`src/rtl/mode_ctrl_pkg.sv`:
```
// Shared encodings and song arithmetic for the mode controller.
// The FSM state and song values are driven straight from these constants.
package mode_ctrl_pkg;

  localparam int STATE_BITS = 3;
  localparam int SONG_BITS  = 2;

  localparam logic [STATE_BITS-1:0] MENU_MODE = 3'd0;
  localparam logic [STATE_BITS-1:0] FREE_MODE = 3'd1;
  localparam logic [STATE_BITS-1:0] AUTO_MODE = 3'd2;
  localparam logic [STATE_BITS-1:0] STDY_MODE = 3'd3;
  localparam logic [STATE_BITS-1:0] PLAY_MODE = 3'd4;
  localparam logic [STATE_BITS-1:0] SET_MODE  = 3'd5;

  localparam logic [SONG_BITS-1:0] LITTLE_STAR    = 2'd0;
  localparam logic [SONG_BITS-1:0] TWO_TIGERS     = 2'd1;
  localparam logic [SONG_BITS-1:0] HAPPY_BIRTHDAY = 2'd2;

  localparam int unsigned SONG_COUNT = 32'd3;

  // Explicit modulo-3 so the unused encoding 3 can never be reached.
  function automatic logic [SONG_BITS-1:0] song_inc(input logic [SONG_BITS-1:0] s);
    int unsigned v;
    v = (32'(s) + 32'd1) % SONG_COUNT;
    return SONG_BITS'(v);
  endfunction

  function automatic logic [SONG_BITS-1:0] song_dec(input logic [SONG_BITS-1:0] s);
    int unsigned v;
    v = (32'(s) + SONG_COUNT - 32'd1) % SONG_COUNT;
    return SONG_BITS'(v);
  endfunction

  function automatic logic is_song_state(input logic [STATE_BITS-1:0] st);
    return (st == AUTO_MODE) || (st == STDY_MODE) || (st == PLAY_MODE);
  endfunction

  function automatic logic is_target_state(input logic [STATE_BITS-1:0] st);
    return (st != MENU_MODE) && (st <= SET_MODE);
  endfunction

endpackage

```
`src/rtl/mode_ctrl_btn_debounce.sv`:
```
// Two-flop synchronizer plus press debouncer: one pulse per press, and the
// button must be seen low for a full debounce window before it can fire again.
module btn_debounce #(
  parameter int DEBOUNCE_CYCLES = 2000000
) (
  input  logic clk,
  input  logic rst,
  input  logic btn_in,
  output logic press_pulse
);

  localparam int CNT_W = (DEBOUNCE_CYCLES > 1) ? $clog2(DEBOUNCE_CYCLES) : 1;
  localparam logic [CNT_W-1:0] CNT_MAX = CNT_W'(DEBOUNCE_CYCLES - 1);

  localparam logic [0:0] ARMED  = 1'b0;
  localparam logic [0:0] LOCKED = 1'b1;

  logic [1:0]       sync_q, sync_d;
  logic [0:0]       mode_q, mode_d;
  logic [CNT_W-1:0] cnt_q, cnt_d;
  logic             pulse_q, pulse_d;
  logic             level;

  assign level       = sync_q[1];
  assign press_pulse = pulse_q;

  always_comb begin
    sync_d  = {sync_q[0], btn_in};
    mode_d  = mode_q;
    cnt_d   = cnt_q;
    pulse_d = 1'b0;
    if (mode_q == ARMED) begin
      if (!level) begin
        cnt_d = '0;
      end else if (cnt_q == CNT_MAX) begin
        pulse_d = 1'b1;
        mode_d  = LOCKED;
        cnt_d   = '0;
      end else begin
        cnt_d = cnt_q + 1'b1;
      end
    end else begin
      // LOCKED counts consecutive low cycles before re-arming.
      if (level) begin
        cnt_d = '0;
      end else if (cnt_q == CNT_MAX) begin
        mode_d = ARMED;
        cnt_d  = '0;
      end else begin
        cnt_d = cnt_q + 1'b1;
      end
    end
  end

  // Reset lands in LOCKED so a button held across reset cannot fire.
  always_ff @(posedge clk) begin
    if (rst) begin
      sync_q  <= '0;
      mode_q  <= LOCKED;
      cnt_q   <= '0;
      pulse_q <= 1'b0;
    end else begin
      sync_q  <= sync_d;
      mode_q  <= mode_d;
      cnt_q   <= cnt_d;
      pulse_q <= pulse_d;
    end
  end

endmodule

```
`src/rtl/mode_ctrl.sv`:
```
// Mode/song controller: debounced buttons drive the mode FSM and song index,
// and play_start restarts the player on entry to a playing mode or song change.
module mode_ctrl
  import mode_ctrl_pkg::*;
#(
  parameter int DEBOUNCE_CYCLES = 2000000
) (
  input  logic                  clk,
  input  logic                  rst,
  input  logic                  btn_confirm,
  input  logic                  btn_back,
  input  logic                  btn_up,
  input  logic                  btn_down,
  input  logic [STATE_BITS-1:0] sw_mode,
  input  logic                  song_done,
  output logic [STATE_BITS-1:0] state,
  output logic [SONG_BITS-1:0]  song,
  output logic                  play_start
);

  logic confirm_p, back_p, up_p, down_p;

  btn_debounce #(.DEBOUNCE_CYCLES(DEBOUNCE_CYCLES)) u_db_confirm (
    .clk(clk), .rst(rst), .btn_in(btn_confirm), .press_pulse(confirm_p)
  );
  btn_debounce #(.DEBOUNCE_CYCLES(DEBOUNCE_CYCLES)) u_db_back (
    .clk(clk), .rst(rst), .btn_in(btn_back), .press_pulse(back_p)
  );
  btn_debounce #(.DEBOUNCE_CYCLES(DEBOUNCE_CYCLES)) u_db_up (
    .clk(clk), .rst(rst), .btn_in(btn_up), .press_pulse(up_p)
  );
  btn_debounce #(.DEBOUNCE_CYCLES(DEBOUNCE_CYCLES)) u_db_down (
    .clk(clk), .rst(rst), .btn_in(btn_down), .press_pulse(down_p)
  );

  logic [STATE_BITS-1:0] state_q, state_d;
  logic [SONG_BITS-1:0]  song_q, song_d;
  logic                  play_start_q, play_start_d;

  assign state      = state_q;
  assign song       = song_q;
  assign play_start = play_start_q;

  // Priority back > confirm > up > down > song_done; an event that does not
  // apply in the current state does not mask the ones below it.
  always_comb begin
    state_d      = state_q;
    song_d       = song_q;
    play_start_d = 1'b0;
    if (back_p && (state_q != MENU_MODE)) begin
      state_d = MENU_MODE;
    end else if (confirm_p && (state_q == MENU_MODE) && is_target_state(sw_mode)) begin
      state_d      = sw_mode;
      play_start_d = is_song_state(sw_mode);
    end else if (up_p && is_song_state(state_q)) begin
      song_d       = song_inc(song_q);
      play_start_d = 1'b1;
    end else if (down_p && is_song_state(state_q)) begin
      song_d       = song_dec(song_q);
      play_start_d = 1'b1;
    end else if (song_done && (state_q == AUTO_MODE)) begin
      song_d       = song_inc(song_q);
      play_start_d = 1'b1;
    end
  end

  always_ff @(posedge clk) begin
    if (rst) begin
      state_q      <= MENU_MODE;
      song_q       <= LITTLE_STAR;
      play_start_q <= 1'b0;
    end else begin
      state_q      <= state_d;
      song_q       <= song_d;
      play_start_q <= play_start_d;
    end
  end

endmodule

```
`config.mk`:
```
export PLATFORM = sky130hd
export DESIGN_NAME = mode_ctrl
export DESIGN_NICKNAME = d
export VERILOG_FILES = /design/src/rtl/mode_ctrl_pkg.sv /design/src/rtl/mode_ctrl_btn_debounce.sv /design/src/rtl/mode_ctrl.sv
export SDC_FILE = /design/constraint.sdc
export NUM_CORES = 1
export LEC_CHECK = 0
export BUFFER_PORTS_ARGS = -buffer_cell sky130_fd_sc_hd__buf_4
export CAP_MARGIN = 30
export CORE_MARGIN = 2
export CORE_UTILIZATION = 50
export CTS_CLUSTER_DIAMETER = 120
export DETAILED_ROUTE_END_ITERATION = 8
export PLACE_DENSITY = 0.66
export SLEW_MARGIN = 20
export SYNTH_ARGS = -nofsm -noshare
export SYNTH_HDL_FRONTEND = slang
export SYNTH_SLANG_ARGS = --single-unit
```
`constraint.sdc`:
```
create_clock -name clk -period 3 [get_ports clk]
set_clock_uncertainty 0.15 [all_clocks]
set_input_delay 0.6 -clock clk [delete_from_list [all_inputs] [get_ports clk]]
set_output_delay 0.6 -clock clk [all_outputs]
set_load 0.005 [all_outputs]
```
==> summary.txt, run 1 <==
Outcome
  • Status: completed

Min path
  • Hold path startpoint: u_db_back.sync_q[0]
  • Hold Path Class: reg -> reg
  • Min-Delay Path Depth: 1

STA
  • Finish-stage setup viols: 0
  • Hold Vio Cnt, Final: 0
  • Setup TNS: 0 ps
  • Tcrit/Tclk final: 0.8118
  • Max-slew violation count: 0
  • Unrepaired setup endpoints after global routing: false
  • Worst slew pin tran: 634.3 ps
  • Slew headroom: 0.5712
  • Period minus WS final: 2435 ps
  • Maximum clock rate: 0.4106 GHz

Logic synthesis
  • Mapped Nets: 554
  • FFs w/ async S/R, synth: 0
  • Register area share after synthesis: 0.4455
  • Synth Register Bits: 106
  • Synthesis Warnings: 0
  • Synth Instances: 538
  • Synth Area per Inst: 8.854 sq um
  • Top FF cell, synth: dfxtp_1
  • Mapped Area: 4763 sq um
  • Post-synth EDFFs: 0
  • Netlist cell types: 45

Critical path
  • Slowest Stage Delay on Critical Path: 700 ps
  • Critical path, cell by cell: or4b_2, nor4_2, a21o_1, nor2_1
  • CP Depth: 4
  • CP Launch Type: flip-flop
  • Crit path capture type: flip-flop
  • Worst R2R Setup Slack: 560 ps
  • Critical Path End: u_db_up.cnt_q[13]
  • CP delay by family, top: simple AND/OR/NAND/NOR gates
  • CP startpoint: u_db_up.cnt_q[13]
  • WP data arrival: 2520 ps
  • Critical R2R Capture: u_db_up.cnt_q[13]
  • CP required: 3090 ps
  • R2r startpoint: u_db_up.cnt_q[13]
  • CP max stage cell: or4b_2
  • Worst-path fanout max: 19
  • Critical setup path kind: reg -> reg
  • Buf+Inv Stages, Crit Path: 0
  • FF-to-FF path depth: 4

Place
  • Placed cells: 671
  • Buffers on Ports: 15
  • Placer Congestion: 0.8422
  • Hpwl dp: 6352 um

Global routing
  • First-pass GRT wire length: 15780 um
  • Initial antenna violation count: 0
  • All-Layer GR Usage: 0.1876
  • Number of global-route vias before repair: 3528
  • GRT overflow: 0
  • Largest net degree at the start of global routing: 23

Clock network
  • Clk root buf: clkbuf_8
  • Post-CTS Resized: 0
  • CTS buffer count: 9
  • H-tree depth: 3
  • Clock sink total: 106
  • CTS tree: built
  • CTS max path bufs: 2
  • Setup Buffers After CTS: 0
  • Post-CTS Hold Fix Bufs: 0
  • Clock slew at reported path FFs: 90 ps
  • Clock Latency Late Sink: 370 ps

Power
  • Total power density per cell area: 476.7 nW/um^2
  • VDD IR-drop max: 348.9 uV
  • Leakage: 1.680 nW

Final layout
  • Share of cells above drive strength 1: 0.1022
  • Layout area overhead: 9.036%
  • Final cell count without fillers: 687
  • # diodes: 0
  • Nets: 569

Die
  • Area of the die: 10320 sq um
  • Starting Density: 0.5155
  • Die W: 101.6 um
  • Die Height: 101.6 um
  • FP Rows: 35
  • Core Footprint: 9240 sq um
  • # IOs: 16

Run
  • Max-cap violation count: 0

Route
  • Drt total wl: 8979 um
  • Avg Vias per Cell: 5.512
  • Post-route ant nets: 0
  • DRC: 0
  • Vias: 3787
  • Initial DRC Count: 113
  • Detailed Routing Iterations Pass 1: 5
  • Post-DR wirelength/cell: 13.07 um
state kept, by name, indices dropped and copies added, names as in the netlist, 3 cells and up, named ones only:
name and flops:
u_db_up.cnt_q 21, u_db_confirm.cnt_q 21, state 3, u_db_down.cnt_q 21, u_db_back.cnt_q 21
stage by stage:
stage                     setup WS [ps]  cell area, sq um  total power [mW]  hold slack (ps)    util
after floorplan                   879.6              4763             1.530            263.8       -
after global placement            665.1              4975             1.550            267.8  0.5384
after detailed placement          580.2              4975             1.552            276.8  0.5384
after CTS                         570.2              5194             2.508            283.2  0.5621
after global routing              428.3              5194             2.579            296.0  0.5621
final                             564.7              5194             2.476            294.5  0.5621
worst min path at each step:
stage	endpoint	slack, ps
CTS	u_db_confirm.sync_q[0]	280
global placement	u_db_up.sync_q[1]	270
floorplan	u_db_back.sync_q[1]	260
finish	u_db_back.sync_q[1]	290
detailed placement	u_db_back.sync_q[1]	280
global route	u_db_confirm.sync_q[0]	300
cell usage after synthesis, types with 2 or more instances:
master | instances | share of area
ha_1 | 6 | 0.016
nand3_1 | 38 | 0.040
nor4b_1 | 8 | 0.015
clkbuf_1 | 9 | 0.0071
xnor2_1 | 30 | 0.055
or2_2 | 3 | 0.0039
o31a_1 | 2 | 0.0037
nand2_1 | 29 | 0.023
xor2_1 | 27 | 0.050
o31ai_1 | 10 | 0.016
nor3b_1 | 2 | 0.0032
nand4_1 | 17 | 0.022
nand4_2 | 2 | 0.0053
or3b_2 | 2 | 0.0037
inv_1 | 17 | 0.013
and3_1 | 6 | 0.0079
dfxtp_1 | 106 | 0.45
or4_1 | 10 | 0.016
nor2_1 | 63 | 0.050
or4b_2 | 2 | 0.0042
a31oi_1 | 3 | 0.0039
nor3_1 | 14 | 0.015
o21ai_0 | 23 | 0.024
nor2b_1 | 11 | 0.014
a21oi_1 | 29 | 0.030
or3_1 | 18 | 0.024
o311ai_0 | 2 | 0.0037
mux2i_1 | 2 | 0.0042
nor2_2 | 10 | 0.013
nor4_1 | 10 | 0.013
and4_1 | 11 | 0.020
or4_4 | 3 | 0.0071
placed cells by master, fill, tap and decap left out, types with 18 or more instances in the layout:
| cell | n |
|---|---|
| or3_1 | 18 |
| xor2_1 | 27 |
| nand3_1 | 38 |
| nor2_1 | 63 |
| a21oi_1 | 29 |
| xnor2_1 | 30 |
| dfxtp_1 | 106 |
| o21ai_0 | 21 |
| nand2_1 | 29 |
layout make-up:
cell class	count	area, sq um
inverter	17	63.81
clock inverter	5	77.57
multi-input combinational	402	2500
fill	868	4046
tap	129	161.4
clock buffer	11	141.4
timing repair buffer	17	127.6
sequential	106	2122
routing by layer:
| metal | part of all wire | track usage | wire length [um] | vias up |
|---|---|---|---|---|
| met1 | 0.49 | 0.2518 | 4437 | 1771 |
| met4 | 0.0099 | 0.04366 | 89 | 0 |
| met5 | 0 | 0 | 0 | - |
| met2 | 0.46 | 0.3006 | 4134 | 54 |
| li1 | - | - | - | 1955 |
| met3 | 0.035 | 0.05245 | 318 | 7 |
kinds of logic after synthesis:
logic type	count (synthesis)	synth area share
adders and majority gates	6	0.01576
muxes	2	0.004203
DFF	106	0.4455
AOI/OAI and AO/OA	73	0.09063
and+or+nand+nor	264	0.3094
buffers and inverters	30	0.02968
xor gates and xnor gates	57	0.1048
power by group:
| group | switching [mW] | leakage, nW | internal, mW |
|---|---|---|---|
| Combinational | 0.0492 | 0.713 | 0.0303 |
| Clock | 0.467 | 0.109 | 0.491 |
| Sequential | 0.0156 | 0.858 | 1.42 |
(Power assumes the default switching activity.)
==> inputs of run 2 (changes only) <==
--- a/config.mk
+++ b/config.mk
@@ -11,7 +11,7 @@
 export CORE_UTILIZATION = 50
 export CTS_CLUSTER_DIAMETER = 120
 export DETAILED_ROUTE_END_ITERATION = 8
-export PLACE_DENSITY = 0.66
+export PLACE_DENSITY = 0.69
 export SLEW_MARGIN = 20
 export SYNTH_ARGS = -nofsm -noshare
 export SYNTH_HDL_FRONTEND = slang
==> constraint.sdc (replaced) <==
create_clock -name clk -period 2.1 [get_ports clk]
set_clock_uncertainty 0.15 [all_clocks]
set_input_delay 0.42 -clock clk [delete_from_list [all_inputs] [get_ports clk]]
set_output_delay 0.42 -clock clk [all_outputs]
set_load 0.005 [all_outputs]
==> summary.txt, run 2 (synthesized netlist as in run 1, its figures left out) <==
Outcome
  • Status: completed

Power
  • Leakage: 1.870 nW (+11%)
  • Comb power frac: 0.038 (+0.006)
  • Clock power frac: 0.384 (-0.003)
  • Total chip power: 3.550 mW (+43%)
  • Int Pwr: 2.765 mW (+42%)
  • Sw Share: 0.2211 (+0.006514)
  • Total power density per cell area: 646.1 nW/um^2 (+36%)
  • Psw: 0.7849 mW (+48%)
  • VDD IR-drop max: 426.6 uV (+22%)
  • Sequential Power Share: 0.579 (-0.002)

Route
  • Drt total wl: 9250 um (+3.0%)
  • Vias: 3924 (+3.6%)
  • Post-DR wirelength/cell: 12.83 um (-1.8%)
  • DRC: 0 (unchanged)
  • Detailed Routing Iterations Pass 1: 5 (unchanged)
  • Initial DRC Count: 126 (+12%)
  • Avg Vias per Cell: 5.442 (-1.3%)
  • Post-route ant nets: 0 (unchanged)

Run
  • Max-cap violation count: 0 (unchanged)

Critical path
  • CP Launch Type: flip-flop
  • CP required: 2210 ps (-880 ps)
  • Top cell by count, worst path: or4_4
  • Critical path, cell by cell: or4_4, or4_4, o21ai_4, buf_12, nor2_1
  • CP delay by family, top: simple AND/OR/NAND/NOR gates
  • WP data arrival: 2210 ps (-310 ps)
  • FF-to-FF path depth: 5 (+1)
  • Buf+Inv Stages, Crit Path: 1 (+1)
  • Worst R2R Setup Slack: 2 ps (-560 ps)
  • Crit path capture type: flip-flop
  • CP max stage cell: or4_4
  • Worst-path fanout max: 19 (unchanged)
  • Critical setup path kind: reg -> reg
  • CP Depth: 5 (+1)
  • Slowest Stage Delay on Critical Path: 570 ps (-130 ps)

Global routing
  • All-Layer GR Usage: 0.1879 (+0.0003702)
  • GRT overflow: 0 (unchanged)
  • Largest net degree at the start of global routing: 23 (unchanged)
  • First-pass GRT wire length: 15810 um (+0.22%)
  • Number of global-route vias before repair: 3623 (+2.7%)
  • Initial antenna violation count: 0 (unchanged)

STA
  • WHS: 115.6 ps (-178.9 ps)
  • Finish-stage setup viols: 0 (unchanged)
  • Max-slew violation count: 0 (unchanged)
  • Maximum clock rate: 0.4767 GHz (+16%)
  • Tcrit/Tclk final: 0.9990 (+0.1872)
  • Period minus WS final: 2098 ps (-337.5 ps)
  • Slew headroom: 0.5707 (about the same)
  • Unrepaired setup endpoints after global routing: true
  • Setup TNS: 0 ps (unchanged)
  • Hold Vio Cnt, Final: 0 (unchanged)
  • Worst slew pin tran: 635.0 ps (+0.7205 ps)
  • Final WS setup: 2.143 ps (-562.5 ps)

Final layout
  • # diodes: 0 (unchanged)
  • Fillers: 781 (-10%)
  • Nets: 603 (+6.0%)
  • Final instance area: 5494 sq um (+5.8%)
  • Layout Utilization: 0.5946 (+0.03250)
  • Share of cells above drive strength 1: 0.1723 (+0.07015)
  • Final cell count without fillers: 721 (+4.9%)
  • Commonest non-fill, non-tap cell in the layout: dfxtp_1
  • Layout area overhead: 15.34%
  • Most frequent cells in the layout: dfxtp_1, nor2_1, buf_4, nand3_1, xnor2_1

Die
  • Core Footprint: 9240 sq um (unchanged)
  • Starting Density: 0.5155 (unchanged)
  • Area of the die: 10320 sq um (unchanged)
  • Die Height: 101.6 um (unchanged)
  • # IOs: 16 (unchanged)
  • FP Rows: 35 (unchanged)
  • Die W: 101.6 um (unchanged)

Place
  • Hpwl dp: 6539 um (+2.9%)
  • Cell area after placement: 5245 sq um (+5.4%)
  • Placed cells: 705 (+5.1%)
  • Placer Congestion: 0.8670 (+2.9%)
  • DP Worst Slack: 0.6770 ps (-579.5 ps)
  • Buffers on Ports: 15 (unchanged)

Clock network
  • Post-CTS Hold Fix Bufs: 0 (unchanged)
  • Clk root buf: clkbuf_8
  • CTS max path bufs: 2 (unchanged)
  • CTS buffer count: 9 (unchanged)
  • Setup Buffers After CTS: 0 (unchanged)
  • Clock slew at reported path FFs: 90 ps (about the same)
  • CTS tree: built
  • Clock sink total: 106 (unchanged)
  • Clock Latency Late Sink: 370 ps (about the same)
  • H-tree depth: 3 (unchanged)

Min path
  • Hold Path Class: in -> reg
  • Min-Delay Path Depth: 2 (+1)
## run 2: cell types whose count changed in the layout (fill, tap and decap cells not counted), sizes merged
cell / previous run / this run
clkinv: 2 / 1
buf: 17 / 51
clkbuf: 11 / 10
clkinvlp: 1 / 3
## run 2: cell type report
cell class / count / area, sq um / area share
Clock inverter: 6 / 91.34 / 0.01662
Timing Repair Buffer: 51 / 395.4 / 0.07197
Clock buffer: 10 / 127.6 / 0.02323
Inverter: 17 / 63.81 / 0.01161
Tap cell: 129 / 161.4 / 0.02938
Sequential cell: 106 / 2131 / 0.3878
Multi-Input combinational cell: 402 / 2524 / 0.4593
## run 2: layer usage
metal / part of all wire / GRT usage
met4: 0.013 / 0.06237
met2: 0.46 / 0.3082
met1: 0.49 / 0.2453
met5: 0 / 0
met3: 0.034 / 0.04210
## run 2: worst reg2reg max path, delay by kind of cell, from the launching register on
| family | cells | cell delay, ps |
|---|---|---|
| and+or+nand+nor | 3 | 1170 |
| DFF | 1 | 340 |
| buffers and inverters | 1 | 180 |
| AOI/OAI and AO/OA | 1 | 170 |
## run 2: timing repair
action | CTS | global route
setup endpoints to repair | 6 | 36
endpoints found under the hold margin | 0 | 0
gates resized for setup | 1 | 9
## run 2: path summary, 6_finish.rpt
check                                            start                      to
worst min-delay path                       btn_confirm  u_db_confirm.sync_q[0]
worst max-delay path            u_db_confirm.cnt_q[13]   u_db_confirm.cnt_q[3]
worst min register to register      u_db_back.cnt_q[0]      u_db_back.cnt_q[0]
worst max register to register  u_db_confirm.cnt_q[13]   u_db_confirm.cnt_q[3]
## run 2: power by group through the flow
stage | sequential (mW) | clock, mW | combinational [mW]
2_1_floorplan | 2.10 | 0 | 0.0873
3_3_place_gp | 2.10 | 0 | 0.130
3_5_place_dp | 2.10 | 0 | 0.133
4_1_cts | 2.05 | 1.40 | 0.134
5_1_grt | 2.06 | 1.47 | 0.152
6_report | 2.05 | 1.36 | 0.133
